===== config.mk =====
export PLATFORM = sky130hd
export DESIGN_NAME = cla_pipe
export DESIGN_NICKNAME = d
export VERILOG_FILES = /design/src/rtl/cla_pipe.sv
export SDC_FILE = /design/constraint.sdc
export NUM_CORES = 1
export LEC_CHECK = 0
export CAP_MARGIN = 20
export CELL_PAD_IN_SITES_DETAIL_PLACEMENT = 1
export CELL_PAD_IN_SITES_GLOBAL_PLACEMENT = 2
export CORE_UTILIZATION = 39
export DETAILED_ROUTE_END_ITERATION = 10
export DONT_BUFFER_PORTS = 1
export PLACE_DENSITY_LB_ADDON = 0.2
export REMOVE_ABC_BUFFERS = 1
export SYNTH_ARGS = -nofsm -noshare
export SYNTH_HDL_FRONTEND = slang
export SYNTH_SLANG_ARGS = --single-unit

===== constraint.sdc =====
create_clock -name clk -period 1.8 [get_ports clk]
set_clock_uncertainty 0.2 [all_clocks]
set_input_delay 0.18 -clock clk [delete_from_list [all_inputs] [get_ports clk]]
set_output_delay 0.18 -clock clk [all_outputs]
set_load 0.005 [all_outputs]

===== src/rtl/cla_pipe.sv =====
// cla_pipe: pipelined carry-lookahead adder/subtractor. One GROUP-bit lookahead
// group is resolved per stage, with the group carry registered between stages.
module cla_pipe #(
  parameter int WIDTH = 16,
  parameter int GROUP = 4
) (
  input  logic             clk,
  input  logic             rst_n,
  input  logic             in_valid,
  output logic             in_ready,
  input  logic [WIDTH-1:0] a,
  input  logic [WIDTH-1:0] b,
  input  logic             cin,
  input  logic             sub,
  output logic             out_valid,
  input  logic             out_ready,
  output logic [WIDTH-1:0] s,
  output logic             cout,
  output logic             ovf
);
  localparam int NSTAGE = WIDTH / GROUP;

  if ((WIDTH % GROUP) != 0) begin : g_width_check
    $error("cla_pipe: WIDTH must be a multiple of GROUP");
  end

  typedef logic [WIDTH-1:0] word_t;

  // Returns {carry out, carry into MSB, sum}; every carry is a flat sum of products.
  function automatic logic [GROUP+1:0] cla_group(
    input logic [GROUP-1:0] x,
    input logic [GROUP-1:0] y,
    input logic             c0
  );
    logic [GROUP-1:0] g;
    logic [GROUP-1:0] p;
    logic [GROUP:0]   c;
    logic             t;
    g    = x & y;
    p    = x ^ y;
    c    = '0;
    c[0] = c0;
    for (int unsigned i = 0; i < GROUP; i++) begin
      t = c0;
      for (int unsigned j = 0; j <= i; j++) t = t & p[j];
      c[i+1] = t;
      for (int unsigned j = 0; j <= i; j++) begin
        t = g[j];
        for (int unsigned m = j + 1; m <= i; m++) t = t & p[m];
        c[i+1] = c[i+1] | t;
      end
    end
    return {c[GROUP], c[GROUP-1], p ^ c[GROUP-1:0]};
  endfunction

  logic             w_en;
  word_t            w_x   [NSTAGE];
  word_t            w_y   [NSTAGE];
  logic             w_ci  [NSTAGE];
  logic             w_vi  [NSTAGE];
  logic [GROUP+1:0] w_grp [NSTAGE];

  word_t            r_sa  [NSTAGE];
  word_t            r_sb  [NSTAGE];
  logic             r_c   [NSTAGE];
  logic             r_v   [NSTAGE];
  logic             r_ovf;

  assign w_en     = !r_v[NSTAGE-1] || out_ready;
  assign in_ready = w_en;

  always_comb begin
    w_x[0]  = a;
    w_y[0]  = sub ? ~b : b;
    w_ci[0] = sub | cin;
    w_vi[0] = in_valid;
    for (int unsigned k = 1; k < NSTAGE; k++) begin
      w_x[k]  = r_sa[k-1];
      w_y[k]  = r_sb[k-1];
      w_ci[k] = r_c[k-1];
      w_vi[k] = r_v[k-1];
    end
    for (int unsigned k = 0; k < NSTAGE; k++) begin
      w_grp[k] = cla_group(w_x[k][GROUP-1:0], w_y[k][GROUP-1:0], w_ci[k]);
    end
  end

  // The A word rotates right one group per stage and each group's sum enters at
  // the top, so the next group is always in the low slot and the final stage
  // holds the complete result in natural bit order.
  always_ff @(posedge clk or negedge rst_n) begin
    if (!rst_n) begin
      for (int unsigned k = 0; k < NSTAGE; k++) begin
        r_v[k]  <= 1'b0;
        r_sa[k] <= '0;
        r_sb[k] <= '0;
        r_c[k]  <= 1'b0;
      end
      r_ovf <= 1'b0;
    end else if (w_en) begin
      for (int unsigned k = 0; k < NSTAGE; k++) begin
        r_v[k] <= w_vi[k];
        if (w_vi[k]) begin
          r_sa[k] <= (w_x[k] >> GROUP) | (word_t'(w_grp[k][GROUP-1:0]) << (WIDTH - GROUP));
          r_sb[k] <= w_y[k] >> GROUP;
          r_c[k]  <= w_grp[k][GROUP+1];
        end
      end
      if (w_vi[NSTAGE-1]) begin
        r_ovf <= w_grp[NSTAGE-1][GROUP+1] ^ w_grp[NSTAGE-1][GROUP];
      end
    end
  end

  assign out_valid = r_v[NSTAGE-1];
  assign s         = r_sa[NSTAGE-1];
  assign cout      = r_c[NSTAGE-1];
  assign ovf       = r_ovf;

endmodule


==> flow_summary.json, run 1 <==
{
  "cap_violations": 0,
  "worst_slack_ns": -0.107,
  "finalMaxSlewViolations": 0,
  "combPwrFrac": 0.387,
  "grt_max_degree": 98,
  "power.share.switching": 0.322,
  "drt-pass1-iter-count": 4,
  "die-height_um": 111,
  "crit_fanout": 3,
  "violations": "negative hold slack, negative setup slack",
  "worstMarginPinSlew_ns": 0.332,
  "syn_area_mm2": 0.00461,
  "start_kind": "flop",
  "use_met2": 0.284,
  "die-area_mm2": 0.0123,
  "syn_inst": 350,
  "rsz0062_at_grt": "true",
  "yosysTopAreaCell": "dfrtp_1",
  "p_int_mw": 6.26,
  "path_clk_slew_ns": 0.07,
  "cts_buffer_depth": 2,
  "globalplace.congestion": 0.709,
  "p_switching_mw": 2.97,
  "cp_num_buf_inv": 0,
  "overflow": 0,
  "synthMostInstantiatedCell": "dfrtp_1",
  "cp_top_family": "adder cells",
  "critPathMaxStageDelay_ns": 0.38,
  "ys_ff_latch": 97,
  "required_ns": 1.86,
  "track_usage": 0.177,
  "yosysUniqueCellTypes": 33,
  "synth_commonest_cells": "97 x dfrtp_1, 51 x mux2_2, 49 x o21ai_0",
  "synth_area_per_cell_um2": 13.2,
  "syn_to_final_growth_pct": 19.4,
  "cp-end-kind": "flop",
  "path_class": "reg2reg",
  "grtUsageMet1": 0.237,
  "rows": 39,
  "busiest_layer": "met2",
  "synth_flop_cell": "dfrtp_1",
  "die_w_um": 111,
  "h-tree-depth": 3,
  "synth_top_area_frac": 0.526,
  "synthArstFlopShare": 1.00,
  "relSlewSlack": 0.778,
  "grt_pass1_vias": 3152,
  "period_share": 1.06,
  "p_seq_frac": 0.409,
  "grtUsageMet3": 0.0443,
  "arrival_ns": 1.97,
  "grt_pass1_wl_um": 16900,
  "status": "complete, but fails checks",
  "ios": 58,
  "synth-seq-area-share": 0.526,
  "portBuffers": 0,
  "antenna_found_initial": 0,
  "finalHoldViolCount": 97,
  "drive_gt1_frac": 0.288,
  "core_area_mm2": 0.0115,
  "start_util": 0.402,
  "timing.hold.ws_ns": -0.668,
  "vias_per_cell": 5.14,
  "leakagePower_nw": 2.51,
  "cts_num_sinks": 97,
  "clk_latency_ns": 0.34,
  "diodes": 0,
  "min_path_type": "in2async",
  "worstPathCellList": "ha_1, ha_2, o211a_1, or3_4, a31oi_1",
  "ir_drop_mv": 0.784,
  "setup_violations": 5,
  "postRouteAntennaNets": 0,
  "fin_nets": 457,
  "drt_wl_total_um": 9710,
  "p_per_area_mw_per_mm2": 1680,
  "clkPwrFrac": 0.204,
  "final_cells": 543,
  "route.detailed.drc": 0,
  "max_freq_mhz": 524,
  "yosysWarnings": 0,
  "cts_root_buffer": "clkbuf_16",
  "cts_made_buffers": 9,
  "period_needed_ns": 1.91,
  "wl_per_cell_um": 17.9,
  "synth_edf_count": 0,
  "vias": 2793,
  "drt_iter0_drc": 79,
  "place_inst": 483,
  "post-dp-hpwl_um": 6530,
  "crit_path_top_delay_cell": "dfrtp_1",
  "synthTopCellsByArea": "dfrtp_1 53%, mux2_2 12%, ha_1 5.4%, o21ai_0 5.3%, mux2_4 3.6%",
  "cts_tree": "built"
}
sequential cells by signal, summed over array words and instances (netlist names):
signal,count
r_v,3
ovf,1
r_c,3
out_valid,1
r_sa,48
s,16
r_sb,24
cout,1
cell usage in the layout, fill, tap and decap left out, types with 3 or more instances in the layout:
| cell | n |
|---|---|
| clkbuf_16 | 9 |
| dfrtp_1 | 97 |
| clkbuf_8 | 4 |
| a21o_1 | 6 |
| nand2_4 | 3 |
| o21ai_0 | 48 |
| o21a_1 | 10 |
| ha_1 | 17 |
| mux2_2 | 51 |
| nor3_1 | 4 |
| o31a_1 | 3 |
| dlygate4sd3_1 | 40 |
| buf_4 | 21 |
| fa_1 | 4 |
| inv_1 | 11 |
| o31ai_1 | 4 |
| mux2_4 | 11 |
| xor2_1 | 6 |
| ha_2 | 3 |
| xnor2_1 | 14 |
| o211a_1 | 4 |
per-stage QoR:
stage          setup slack (ns)  utilization  cell area, um^2  total power [mW]  TNS [ns]
2_1_floorplan           -0.0939            -             4380              6.09    -0.737
3_3_place_gp            -0.0885        0.413             4740              7.01    -0.291
3_5_place_dp             -0.133        0.413             4740              7.18    -0.651
4_1_cts                  -0.131        0.475             5450              9.27    -0.422
5_1_grt                  -0.152        0.480             5510              9.97    -0.684
6_report                 -0.107        0.480             5510              9.23    -0.290
path summary, 6_finish.rpt:
check / startpoint / to / slack, ns / depth (start not counted)
min in group clk: b[0] / r_sa[60]$_DFFE_PN0P_ / 0.05 / 4
min reg2reg: r_sb[55]$_DFFE_PN0P_ / r_sb[35]$_DFFE_PN0P_ / 0.30 / 1
min: rst_n / s[12]$_DFFE_PN0P_ / -0.67 / 0
max reg2reg: r_sb[16]$_DFFE_PN0P_ / ovf$_DFFE_PN0P_ / -0.11 / 5
max in group asynchronous: rst_n / r_sa[44]$_DFFE_PN0P_ / 1.91 / 0
max: r_sb[16]$_DFFE_PN0P_ / ovf$_DFFE_PN0P_ / -0.11 / 5
power by group through the flow:
stage / sequential [mW] / combinational (mW) / clock, mW
after detailed placement: 3.83 / 3.35 / 0
after global placement: 3.79 / 3.22 / 0
after CTS: 3.80 / 3.53 / 1.94
after global routing: 3.92 / 4.01 / 2.04
after floorplan: 3.62 / 2.47 / 0
final: 3.78 / 3.58 / 1.88
kinds of logic (layout without fill, tap and decap cells):
kind of cell / Yosys count / after routing / synth area share
XOR/XNOR: 20 / 20 / 0.0380
AND/OR/NAND/NOR: 20 / 20 / 0.0274
AO/OA/AOI/OAI: 85 / 85 / 0.115
flip-flops: 97 / 97 / 0.526
multiplexers: 62 / 62 / 0.160
adder cells (fa/ha/maj): 24 / 24 / 0.0716
buffers and inverters: 42 / 92 / 0.0610
final cells by class:
class,count,area (um^2)
sequential,97,2430
tap,143,179
inverter,12,52.6
timing repair buffer,64,611
clock buffer,14,284
clock inverter,2,10.0
fill,1166,5960
multi-input combinational,211,1940
worst reg2reg max path, delay by kind of cell, from the launching register on:
family,cells,cell delay (ns)
AOI/OAI and AO/OA,2,0.39
adders and majority gates,2,0.50
DFF,1,0.38
and+or+nand+nor,1,0.36
layer usage:
metal / routed length [um] / vias to the layer above
li1: - / 1322
met1: 4600 / 1426
met2: 4700 / 39
met3: 312 / 6
met4: 95 / 0
met5: 0 / -
repair_timing:
item	CTS	global route
gates resized for setup	5	7
pin swaps	12	3
hold endpoints to repair	127	98
setup endpoints to repair	9	29
cloned	0	0
hold buffers	40	1
setup buffers	0	3
Power figures use the tool's default switching activity.
==> inputs of run 2 (changes only) <==
- GPL_TIMING_DRIVEN: unset -> 0
==> run 2 against run 1 <==
  * The flow still finishes with violations (negative hold slack, negative setup slack)
  * Non-clock buffer count down 9
  * Clock-buffer cell count down 3
  * First-iteration DRC count increased by 44%
  * Wire length increased by 6.2%
  * Worst hold slack hardly changed
  * Critical path depth is the same
  * Flip-flop and latch count stayed put
  * Total power rose by 1.7%
  * Combinational power increased by 2%
  * Clock power hardly changed
  * Largest cell class unchanged
  * Die area unchanged
==> flow_summary.json, run 2 (synthesized netlist as in run 1, its figures left out) <==
{
  "die_w_um": 111,
  "vias_per_cell": 5.24,
  "core_area_mm2": 0.0115,
  "path_class": "reg2reg",
  "start_kind": "flop",
  "portBuffers": 0,
  "fin_nets": 450,
  "ios": 58,
  "crit_fanout": 2,
  "pre_cts_ws_ns": -0.578,
  "setup_tns_ns": -0.234,
  "multi_input_area_mm2": 0.00207,
  "antenna_found_initial": 0,
  "grt_pass1_wl_um": 17000,
  "timing.hold.ws_ns": -0.668,
  "period_share": 1.05,
  "postRouteAntennaNets": 0,
  "regMostFlops": "r_sa",
  "cts_buffer_depth": 2,
  "required_ns": 1.83,
  "seqCellArea_mm2": 0.00243,
  "drt_wl_total_um": 10300,
  "max_freq_mhz": 530,
  "ir_drop_mv": 0.698,
  "drive_gt1_frac": 0.279,
  "worstPathCellList": "ha_1, ha_2, o21a_1, or3_1, a41o_1",
  "rsz0062_at_grt": "true",
  "violations": "negative hold slack, negative setup slack",
  "path_clk_slew_ns": 0.06,
  "largest_reg_flops": 48,
  "grt_max_degree": 98,
  "drt-pass1-iter-count": 4,
  "cap_violations": 0,
  "finalMaxSlewViolations": 0,
  "cts_num_sinks": 97,
  "final_cell_mix": "97 x dfrtp_1, 49 x o21ai_0, 45 x mux2_2",
  "vias": 2798,
  "overflow": 0,
  "track_usage": 0.182,
  "diodes": 0,
  "final_common_cell": "dfrtp_1",
  "clk_latency_ns": 0.35,
  "fin_util": 0.484,
  "crit_path_top_delay_cell": "dfrtp_1",
  "cts_root_buffer": "clkbuf_16",
  "leakagePower_nw": 2.48,
  "relSlewSlack": 0.602,
  "min_path_type": "in2async",
  "route.detailed.drc": 0,
  "status": "complete, but fails checks",
  "cts_made_buffers": 9,
  "cts_tree": "built",
  "drt_iter0_drc": 114,
  "fillerInstances": 1144,
  "worstMarginPinSlew_ns": 0.597,
  "wl_per_cell_um": 19.3,
  "arrival_ns": 1.92,
  "period_needed_ns": 1.89,
  "syn_to_final_growth_pct": 20.4,
  "start_util": 0.402,
  "critPathMaxStageDelay_ns": 0.38,
  "worst_slack_ns": -0.0854,
  "cp-end-kind": "flop",
  "die-height_um": 111,
  "h-tree-depth": 3,
  "globalplace.congestion": 0.728,
  "total_power_mw": 9.39,
  "rows": 39,
  "cp_num_buf_inv": 0,
  "grt_pass1_vias": 3129,
  "die-area_mm2": 0.0123,
  "finalHoldViolCount": 97,
  "post-dp-hpwl_um": 5930,
  "cp_top_family": "adder cells",
  "p_per_area_mw_per_mm2": 1690,
  "setup_violations": 6
}
[run 2: cell count changes in the layout (fill, tap and decap cells not counted), sizes merged]
cell,delta
clkbuf,-3
clkinv,-1
clkinvlp,+1
nand2,+1
dlymetal6s4s,-1
dlygate4sd3,+2
nor2b,+1
buf,-10
bufinv,+1
[run 2: stage by stage]
step                instances  cell area (um^2)
floorplan                 320              4380
global placement          463              4560
detailed placement        464              4570
CTS                       529              5410
global route              534              5550
finish                    534              5550
[run 2: area by class of cell]
class,count,area share
flip-flops and latches,97,0.437
multi-input cells,213,0.374
repair buffers,55,0.0960
clock buffers,11,0.0437
well taps,143,0.0322
inverters,12,0.00947
clock inverters,3,0.00766
[run 2: where the power goes]
| group | total [mW] | switching, mW | leakage, nW | internal, mW |
|---|---|---|---|---|
| sequential | 3.85 | 0.683 | 1.17 | 3.16 |
| combinational | 3.65 | 1.62 | 1.17 | 2.03 |
| clock | 1.89 | 0.793 | 0.137 | 1.10 |
| total | 9.39 | 3.10 | 2.48 | 6.29 |
[run 2: final timing paths]
kind	start	end	slack [ns]	cells after the start
setup / recovery	r_sb[32]$_DFFE_PN0P_	r_sa[30]$_DFFE_PN0P_	-0.09	5
hold / removal	rst_n	r_sa[18]$_DFFE_PN0P_	-0.67	0
setup reg to reg	r_sb[32]$_DFFE_PN0P_	r_sa[30]$_DFFE_PN0P_	-0.09	5
hold reg to reg	r_sa[40]$_DFFE_PN0P_	r_sa[40]$_DFFE_PN0P_	0.30	1
max in group asynchronous	rst_n	r_sa[20]$_DFFE_PN0P_	1.94	0
min in group clk	a[1]	r_sa[61]$_DFFE_PN0P_	0.04	3
[run 2: routing by layer]
layer  global-route usage  part of all wire  wire, um  up-vias
li1                     -                 -         -     1311
met1                0.235              0.46      4760     1429
met2                0.301              0.49      5080       46
met3               0.0334             0.027       275       12
met4               0.0782             0.018       190        0
met5                    0                 0         0        -
[run 2: timing repair]
item	CTS	global route
cloned	1	1
setup buffers	10	2
hold endpoints to repair	127	104
setup endpoints to repair	97	47
hold buffers	40	2
pin swaps	12	10
resized for setup	17	13
==> inputs of run 3 (changes only) <==
- CORE_UTILIZATION: 39 -> 30
==> run 3 against run 2 <==
  * Die area is 29% higher
  * Register-to-register slack better by 0.02 ns
  * Total power rose by 1.3%
  * The run still ends with negative hold slack, negative setup slack left
  * Critical path depth did not move
  * Global-route usage down 4.5 points
  * Fmax rose by 0.84%
  * Clock-buffer cell count decreased by 2
  * Sequential power barely moved
  * Core utilization fell by 11 points
==> flow_summary.json, run 3 (synthesized netlist as in run 1, its figures left out) <==
{
  "p_int_mw": 6.47,
  "overflow": 0,
  "leakagePower_nw": 2.45,
  "rsz0062_at_grt": "true",
  "r2r_start": "r_sb[16]$_DFFE_PN0P_",
  "portBuffers": 0,
  "drive_gt1_frac": 0.280,
  "p_per_area_mw_per_mm2": 1710,
  "grt_max_degree": 98,
  "r2r-end": "ovf$_DFFE_PN0P_",
  "cts_root_buffer": "clkbuf_16",
  "ir_drop_mv": 0.541,
  "crit_fanout": 4,
  "grt_pass1_vias": 2984,
  "hold_buffers": 40,
  "cap_violations": 0,
  "place_inst": 505,
  "required_ns": 1.87,
  "drt-pass1-iter-count": 4,
  "ios": 58,
  "period_needed_ns": 1.87,
  "vias": 2753,
  "start_kind": "flop",
  "reg2reg_depth": 5,
  "total_power_mw": 9.51,
  "cts_made_buffers": 9,
  "path_clk_slew_ns": 0.07,
  "drt_iter0_drc": 97,
  "power.share.switching": 0.320,
  "regMostFlops": "r_sa",
  "cp_num_buf_inv": 0,
  "max_freq_mhz": 535,
  "p_switching_mw": 3.04,
  "fin_nets": 446,
  "critPathMaxStageDelay_ns": 0.41,
  "cts_num_sinks": 97,
  "seqCellArea_mm2": 0.00243,
  "route.detailed.drc": 0,
  "die_w_um": 126,
  "cts_tree": "built",
  "setup_violations": 5,
  "globalplace.congestion": 0.710,
  "clk_latency_ns": 0.34,
  "worstMarginPinSlew_ns": 0.730,
  "fillerInstances": 1551,
  "final_common_cell": "dfrtp_1",
  "cts_buffer_depth": 2,
  "postRouteAntennaNets": 0,
  "crit_path_top_delay_cell": "dfrtp_1",
  "start_util": 0.313,
  "track_usage": 0.138,
  "cp-end-kind": "flop",
  "combPwrFrac": 0.365,
  "finalMaxSlewViolations": 0,
  "final_cell_mix": "96 x dfrtp_1, 51 x mux2_2, 49 x o21ai_0",
  "violations": "negative hold slack, negative setup slack",
  "cpMostUsedCell": "ha_4",
  "final_cells": 573,
  "worst_slack_ns": -0.0697,
  "antenna_found_initial": 0,
  "status": "complete, but fails checks",
  "grt_pass1_wl_um": 16500,
  "relSlewSlack": 0.511,
  "p_seq_frac": 0.403,
  "die-area_mm2": 0.0159,
  "core_area_mm2": 0.0148,
  "post-dp-hpwl_um": 6170,
  "worstPathCellList": "ha_4, ha_4, o211a_4, or3_1, a31oi_1",
  "largest_reg_flops": 48,
  "period_share": 1.04,
  "diodes": 0,
  "ff2ff_setup_slack_ns": -0.07,
  "h-tree-depth": 3,
  "multi_input_area_mm2": 0.00201,
  "clkPwrFrac": 0.232,
  "cp_top_family": "adder cells",
  "min_path_type": "in2async",
  "timing.hold.ws_ns": -0.670,
  "finalHoldViolCount": 97,
  "pre_cts_ws_ns": -0.595,
  "vias_per_cell": 4.80,
  "arrival_ns": 1.94,
  "rows": 44,
  "drt_wl_total_um": 9980,
  "syn_to_final_growth_pct": 20.7,
  "path_class": "reg2reg",
  "wl_per_cell_um": 17.4,
  "die-height_um": 126
}
[run 3: worst register-to-register path: stages (launching register included)]
cell	delay, ns
dfrtp_1	0.41
ha_4	0.26
ha_4	0.16
o211a_4	0.26
or3_1	0.34
a31oi_1	0.16
[run 3: area by class of cell]
| type | instances | share of cell area |
|---|---|---|
| clock buffer | 9 | 0.0405 |
| clock inverter | 7 | 0.0214 |
| inverter | 12 | 0.00944 |
| multi-input combinational | 212 | 0.362 |
| sequential | 97 | 0.436 |
| tap | 184 | 0.0414 |
| timing repair buffer | 52 | 0.0895 |
[run 3: timing repair]
item                                   in CTS  in global routing
setup endpoints to repair                  97                 36
pin swaps                                  15                  7
gates resized for setup                     8                 10
endpoints found under the hold margin     127                 97
cloned                                      1                  0
buffers inserted                            9                  2
[run 3: power groups by stage]
stage          Combinational [mW]  Sequential (mW)  Clock (mW)
5_1_grt                      3.88             4.00        2.37
4_1_cts                      3.35             3.84        2.27
2_1_floorplan                2.47             3.62           0
6_report                     3.47             3.84        2.20
3_5_place_dp                 3.04             3.89           0
3_3_place_gp                 2.94             3.85           0
[run 3: worst max-delay path by stage]
stage,startpoint,endpoint,cells past startpoint
after CTS,r_sb[16]$_DFFE_PN0P_,ovf$_DFFE_PN0P_,5
after detailed placement,out_valid$_DFFE_PN0N_,r_sa[36]$_DFFE_PN0P_,4
final,r_sb[16]$_DFFE_PN0P_,ovf$_DFFE_PN0P_,5
after floorplan,r_sa[48]$_DFFE_PN0P_,r_sa[46]$_DFFE_PN0P_,5
after global routing,r_sa[32]$_DFFE_PN0P_,r_sa[30]$_DFFE_PN0P_,5
after global placement,out_valid$_DFFE_PN0N_,r_sa[56]$_DFFE_PN0P_,3
[run 3: stage by stage]
| step | cell area, um^2 | utilization | setup TNS (ns) |
|---|---|---|---|
| after global placement | 4610 | 0.313 | -43.83 |
| after CTS | 5480 | 0.371 | -0.358 |
| final | 5570 | 0.377 | -0.236 |
| after global routing | 5570 | 0.377 | -0.593 |
| after floorplan | 4380 | - | -0.737 |
| after detailed placement | 4620 | 0.313 | -43.15 |
[run 3: layer usage]
| layer | share of wire | vias up | GRT usage |
|---|---|---|---|
| li1 | - | 1296 | - |
| met1 | 0.47 | 1403 | 0.180 |
| met2 | 0.47 | 43 | 0.219 |
| met3 | 0.034 | 11 | 0.0276 |
| met4 | 0.019 | 0 | 0.0659 |
| met5 | 0 | - | 0 |
